$ cat src/rtl/ctrl_sequencer.sv
// Control-state sequencer for the templeEX core: drives the 4-bit decode state,
// stretches LD/SD on memory wait, counts retired instructions and gates fetch on run.
module ctrl_sequencer #(
    parameter int CNT_W    = 16,
    parameter int MAX_WAIT = 15
) (
    input  logic             clk,
    input  logic             rst_n,
    input  logic             run,
    input  logic [2:0]       op,
    input  logic             mem_ready,
    output logic [3:0]       state,
    output logic [2:0]       op_q,
    output logic             instr_done,
    output logic [CNT_W-1:0] instr_count,
    output logic             bus_err
);

    localparam int WAIT_W = $clog2(MAX_WAIT + 1);

    // Encodings are fixed by the decode stage and must not be reordered.
    typedef enum logic [3:0] {
        S_FETCH = 4'd0,
        S_NOR   = 4'd1,
        S_ADD   = 4'd2,
        S_LD    = 4'd3,
        S_SD    = 4'd4,
        S_SETI1 = 4'd5,
        S_SETI2 = 4'd6,
        S_JL1   = 4'd7,
        S_JL2   = 4'd8,
        S_SRL   = 4'd9,
        S_MOVE  = 4'd10,
        S_PC    = 4'd11
    } state_e;

    state_e              state_q, state_d;
    logic [2:0]          op_d;
    logic                done_q, done_d;
    logic [CNT_W-1:0]    count_q, count_d;
    logic                err_q, err_d;
    logic [WAIT_W-1:0]   wait_q, wait_d;

    always_comb begin
        // NOTE: every output of this block gets a default first, so no path can infer a latch.
        state_d = state_q;
        op_d    = op_q;
        done_d  = 1'b0;
        count_d = count_q;
        err_d   = err_q;
        wait_d  = wait_q;

        case (state_q)
            S_FETCH: begin
                if (run) begin
                    op_d = op;
                    case (op)
                        3'b000: state_d = S_NOR;
                        3'b001: state_d = S_ADD;
                        3'b010: state_d = S_LD;
                        3'b011: state_d = S_MOVE;
                        3'b100: state_d = S_SD;
                        3'b101: state_d = S_JL1;
                        3'b110: state_d = S_SETI1;
                        3'b111: state_d = S_SRL;
                    endcase
                end
            end
            S_NOR, S_ADD, S_SRL, S_MOVE: state_d = S_PC;
            S_LD, S_SD: begin
                if (mem_ready) begin
                    state_d = S_PC;
                    wait_d  = '0;
                end else if (wait_q == WAIT_W'(MAX_WAIT)) begin
                    // Timeout abandons the access but still retires the instruction.
                    err_d   = 1'b1;
                    state_d = S_PC;
                    wait_d  = '0;
                end else begin
                    wait_d = wait_q + 1'b1;
                end
            end
            S_SETI1: state_d = S_SETI2;
            S_SETI2: state_d = S_FETCH;
            S_JL1:   state_d = S_JL2;
            S_JL2:   state_d = S_FETCH;
            S_PC:    state_d = S_FETCH;
            default: state_d = S_FETCH;
        endcase

        // Recovery from an illegal state also lands in FETCH but must not retire.
        if (state_d == S_FETCH &&
            (state_q == S_PC || state_q == S_SETI2 || state_q == S_JL2)) begin
            done_d  = 1'b1;
            count_d = count_q + 1'b1;
        end
    end

    // NOTE: sequential state uses non-blocking assignments so all flops update together at the edge.
    always_ff @(posedge clk or negedge rst_n) begin
        if (!rst_n) begin
            state_q <= S_FETCH;
            op_q    <= 3'b000;
            done_q  <= 1'b0;
            count_q <= '0;
            err_q   <= 1'b0;
            wait_q  <= '0;
        end else begin
            state_q <= state_d;
            op_q    <= op_d;
            done_q  <= done_d;
            count_q <= count_d;
            err_q   <= err_d;
            wait_q  <= wait_d;
        end
    end

    assign state       = state_q;
    assign instr_done  = done_q;
    assign instr_count = count_q;
    assign bus_err     = err_q;

endmodule
$ cat config.mk
export PLATFORM = sky130hd
export DESIGN_NAME = ctrl_sequencer
export DESIGN_NICKNAME = d
export VERILOG_FILES = /design/src/rtl/ctrl_sequencer.sv
export SDC_FILE = /design/constraint.sdc
export NUM_CORES = 1
export LEC_CHECK = 0
export ABC_AREA = 1
export CORE_UTILIZATION = 50
export CTS_BUF_LIST = sky130_fd_sc_hd__clkbuf_4 sky130_fd_sc_hd__clkbuf_8 sky130_fd_sc_hd__clkbuf_16
export CTS_CLUSTER_SIZE = 12
export DETAILED_ROUTE_END_ITERATION = 8
export DONT_BUFFER_PORTS = 1
export GPL_TIMING_DRIVEN = 0
export PLACE_DENSITY_LB_ADDON = 0.3
export SYNTH_ARGS = -nofsm -noshare
export SYNTH_HDL_FRONTEND = slang
export SYNTH_SLANG_ARGS = --single-unit
$ cat constraint.sdc
create_clock -name clk -period 1.6 [get_ports clk]
set_clock_uncertainty 0.05 [all_clocks]
set_input_delay 0.24 -clock clk [delete_from_list [all_inputs] [get_ports clk]]
set_output_delay 0.24 -clock clk [all_outputs]
set_load 0.02 [all_outputs]
After elaboration in Yosys (flattened, before gate mapping)
Memories as Yosys holds them, arrays and structs flattened.
Cells that the tools add are included.

operators by class
  multipliers = 0
  div/mod/pow operators = 0
  bitwise logic cells = 1
  $add $sub $neg = 2
  $lt $le $gt $ge = 0
  mux-type cells = 7
  equal/unequal tests = 12
  shift-type cells = 0
  reduce and logical (&&, ||, !) cells = 9

operators with widths
  cell                   number
  $eq 4x4->1 const B     5
  $mux 4                 5
  $pmux 4 s5             1
  $add 16x1->16 const B  1
  $eq 4x3->1 const B     4
  $eq 4x2->1 const B     2
  $logic_not 4->1        2
  $add 4x1->4 const B    1
  $eq 4x1->1 const B     1
  $reduce_or 4->1        1
  $reduce_and 3->1       1
  $logic_or 1x1->1       2
  $reduce_and 2->1       1
  $reduce_or 2->1        1
  $logic_and 1x1->1      1
  $mux 1                 1
  $not 1->1              1

storage, ports and cells
  memories = 1
  bits in registers = 29
  bits in latches = 0
  bits in writable memories = 0
  logic and storage cells = 38
  input port bits = 7
  bits in read-only memories = 32

memories
  name              words  bits a word  rd ports  clocked after memory_dff  write ports  line  text
  (name not given)  8      4            1         0                         0            57    case (op)

Depth between registers and ports, before layout
  depth in word-level cells = 7
  mapped depth = 8
  gate-level depth less buffers = 8

Worst setup path after synthesis
Ideal clock, no wire load.

  path kind = flip-flop to flip-flop
  start point = register count_q[0], in the netlist instr_count[0]
  end point = register count_q[10], in the netlist instr_count[10]
  period minus slack after synthesis = 1.484 ns
  cell stages (with the launch flop) = 8
  arrival time = 1.313 ns
  data required time = 1.429 ns
  setup time = 0.121 ns
  path buffers = 0
  path slack = 0.116 ns
  cell sequence = dfrtp_1 > ha_1 > nand2_1 > nor2_2 > nand2_1 > nor2_2 > nand2_1 > xor2_1

between the ends
  word-level cells in the longest chain between the ends = 1

RTL lines
  what                    line  text
  from (decl)             40    logic [CNT_W-1:0] count_q, count_d;
  from (signal assigned)  112   count_q <= count_d;
  $add 16x1->16           95    count_d = count_q + 1'b1;

No other way between the ends.
A chain may end at the register's enable or synchronous reset.

Worst setup path after layout
Ends and elaborated chain as after synthesis.

==> results.yml <==
run_status:
  status: "complete, but fails checks"
  violations: "DRC"
clock_tree:
  clkTransAtPathRegs_ps: 90
  cts_tree: "yes"
  cts_made_buffers: 5
  root_buffer: "clkbuf_4"
  h-tree-depth: 2
  clock_latency_ps: 320
  clock_sinks: 29
  cts.path.max_buffers: 2
drt:
  dr.pass1.iters: 6
  drc: 6
  post_drt_wl_per_cell_um: 12.58
  ant_nets: 0
  first_iter_violations: 40
  routed_wl_mm: 2.907
  viasPerCell: 5.567
  route.vias.total: 1286
worst_setup_path:
  worstSetupStartpointType: "flip-flop"
  critical_path_class: "reg -> reg"
  crit_chain: "ha_4, nand2_2, nor2_4, nand2_2, nor2_4, nand2_1, xor2_1"
  crit_family: "simple AND/OR/NAND/NOR gates"
  worstPathArrival_ps: 1680
  cp_max_fo: 5
  path_buf_inv: 0
  slowest_delay_ps: 480
  cp-end-kind: "flip-flop"
  critPathRequiredTime_ps: 1770
  cp_slowest_cell: "dfrtp_2"
yosys:
  synth-edff-count: 0
  ys_seq_elements: 29
  synthArstFlopShare: 1.000
  synth_area_leaders: "dfrtp_1 (48%), nand2_1 (16%), nand3_1 (5.6%), inv_1 (4.7%), nor2_1 (3.5%)"
  yosysMostFrequentCell: "nand2_1"
  syn_inst: 189
  synth_nets: 198
  synth_cell_type_count: 25
  yosysSeqAreaShare: 0.4817
  synthFlopType: "dfrtp_1"
  yosysWarnings: 0
  synth_top_area_share: 0.4817
  synth_area_sq_um: 1506
  syn_area_per_cell_sq_um: 7.971
  yosysTopAreaCell: "dfrtp_1"
  synth_commonest_cells: "nand2_1 (65), dfrtp_1 (29), inv_1 (19), nand3_1 (17), nor2_1 (14)"
grt:
  gr-max-usage-layer: "met2"
  grt_pass1_vias: 1211
  globalRouteOverflowTotal: 0
  grt_pass1_wl_mm: 4.947
  grt_max_degree: 30
  antenna_found_initial: 0
  grt.total_usage: 0.2037
  grt_util_met2: 0.3395
  use_met3: 0.06452
  met1_usage: 0.2194
floorplanning:
  core_sq_um: 2805
  die_h_um: 56.89
  die_w_um: 56.89
  dieArea_sq_um: 3236
  start_util: 0.5370
  rows: 19
  io_pins: 32
timing:
  worst_pin_slew_ps: 394.1
  setup-violations-final: 0
  rsz0062_at_grt: "no"
  setup_tns_ps: 0
  fin_crit_ps: 1511
  drv_slew: 0
  holdWs_ps: 23.40
  relSlewSlack: 0.7373
  finalCritPeriodShare: 0.9445
  max_freq_mhz: 661.7
  hold_viol: 0
placed_design:
  dp.cells: 220
  port_buffers: 0
  place_congestion: 0.8408
  dpl-instance-area_sq_um: 1545
  post-dp-hpwl_mm: 2.139
power_and_ir_drop:
  p_per_area_nw_per_um2: 1585
  leakage_nw: 0.7634
  power_mw: 2.683
  irDropWorstVdd_mv: 0.9143
layout:
  area_growth_pct: 12.38
  nFillCells: 245
  final_area_sq_um: 1693
  fin_cells: 231
  drive_above_1_share: 0.1500
  finalNetCount: 209
  n_antenna_cell: 0
run:
  cap_violations: 0
min_path:
  hold_path.class: "in -> reg"
## sequential cells by signal (all words and copies together) (netlist names)
register and flops:
instr_done 1, bus_err 1, state 4, instr_count 16, op_q 3, wait_q 4
## stage by stage
step	util	setup WS (ps)
2_1_floorplan	-	116.1
3_3_place_gp	0.5508	-10.90
3_5_place_dp	0.5508	-75.58
4_1_cts	0.5905	5.279
5_1_grt	0.6035	3.463
6_report	0.6035	88.81
## report_power, final
group / total (mW) / leakage [nW] / internal (mW) / switching (mW)
sequential: 1.40 / 0.370 / 0.950 / 0.447
combinational: 0.820 / 0.359 / 0.325 / 0.495
clock: 0.465 / 0.0348 / 0.224 / 0.241
total: 2.68 / 0.763 / 1.50 / 1.18
## worst paths after layout
| path | end | start | cells past startpoint | slack (ps) |
|---|---|---|---|---|
| setup / recovery | instr_count[10] | instr_count[0] | 7 | 90 |
| hold / removal | state[3] | op[0] | 2 | 20 |
| setup reg to reg | instr_count[10] | instr_count[0] | 7 | 90 |
| hold reg to reg | wait_q[0] | wait_q[0] | 1 | 470 |
| max in group asynchronous | instr_count[5] | rst_n | 2 | 1030 |
| min in group asynchronous | instr_count[4] | rst_n | 2 | 300 |
## cell families (layout without fill, tap and decap cells)
| logic type | count (synthesis) | after routing | synth area share |
|---|---|---|---|
| muxes | 1 | 1 | 0.006645 |
| AOI/OAI and AO/OA | 10 | 10 | 0.03987 |
| DFF | 29 | 29 | 0.4817 |
| and+or+nand+nor | 114 | 114 | 0.3322 |
| buffers and inverters | 23 | 34 | 0.06479 |
| adders and majority gates | 2 | 2 | 0.01661 |
| xor gates and xnor gates | 10 | 10 | 0.05814 |
## metal layers
layer,part of all wire,vias up
li1,-,632
met4,0.021,0
met1,0.41,602
met5,0,-
met2,0.50,44
met3,0.067,8
## area by class of cell
cell class / count / area (sq um) / area share
Timing Repair Buffer: 4 / 50.05 / 0.02956
Tap cell: 31 / 38.79 / 0.02291
Multi-Input combinational cell: 137 / 713.2 / 0.4213
Sequential cell: 29 / 734.5 / 0.4339
Clock buffer: 7 / 58.81 / 0.03474
Buffer: 2 / 18.77 / 0.01109
Inverter: 21 / 78.83 / 0.04656
## placed cells by master, fill, tap and decap left out
cell	Yosys	routed
xnor2_1	5	5
clkbuf_8	0	1
nand3b_1	1	1
buf_12	0	1
nor2_1	14	13
inv_1	19	19
nand3_1	17	17
mux2i_1	1	1
a21oi_1	3	3
o211ai_1	1	1
a31o_2	1	1
nor3_1	3	3
ha_4	0	1
nand3_2	1	1
dlygate4sd3_1	0	3
buf_6	1	1
ha_1	2	1
dfrtp_2	0	7
o31ai_1	1	1
nand2_1	65	63
clkbuf_4	0	6
xor2_1	5	5
nand2_2	2	4
inv_2	2	2
nor2_4	1	3
nand4_1	8	8
nor2_2	2	1
o21ai_0	3	3
dfrtp_1	29	22
o22ai_1	1	1
buf_4	1	1
## repair_timing
action	in CTS	in global routing
setup buffers	0	0
gates resized for setup	2	12
hold endpoints to repair	31	0
pin swaps	0	2
setup endpoints to repair	3	7
hold buffers	4	0
No activity file was read; power rests on OpenSTA's default activity.
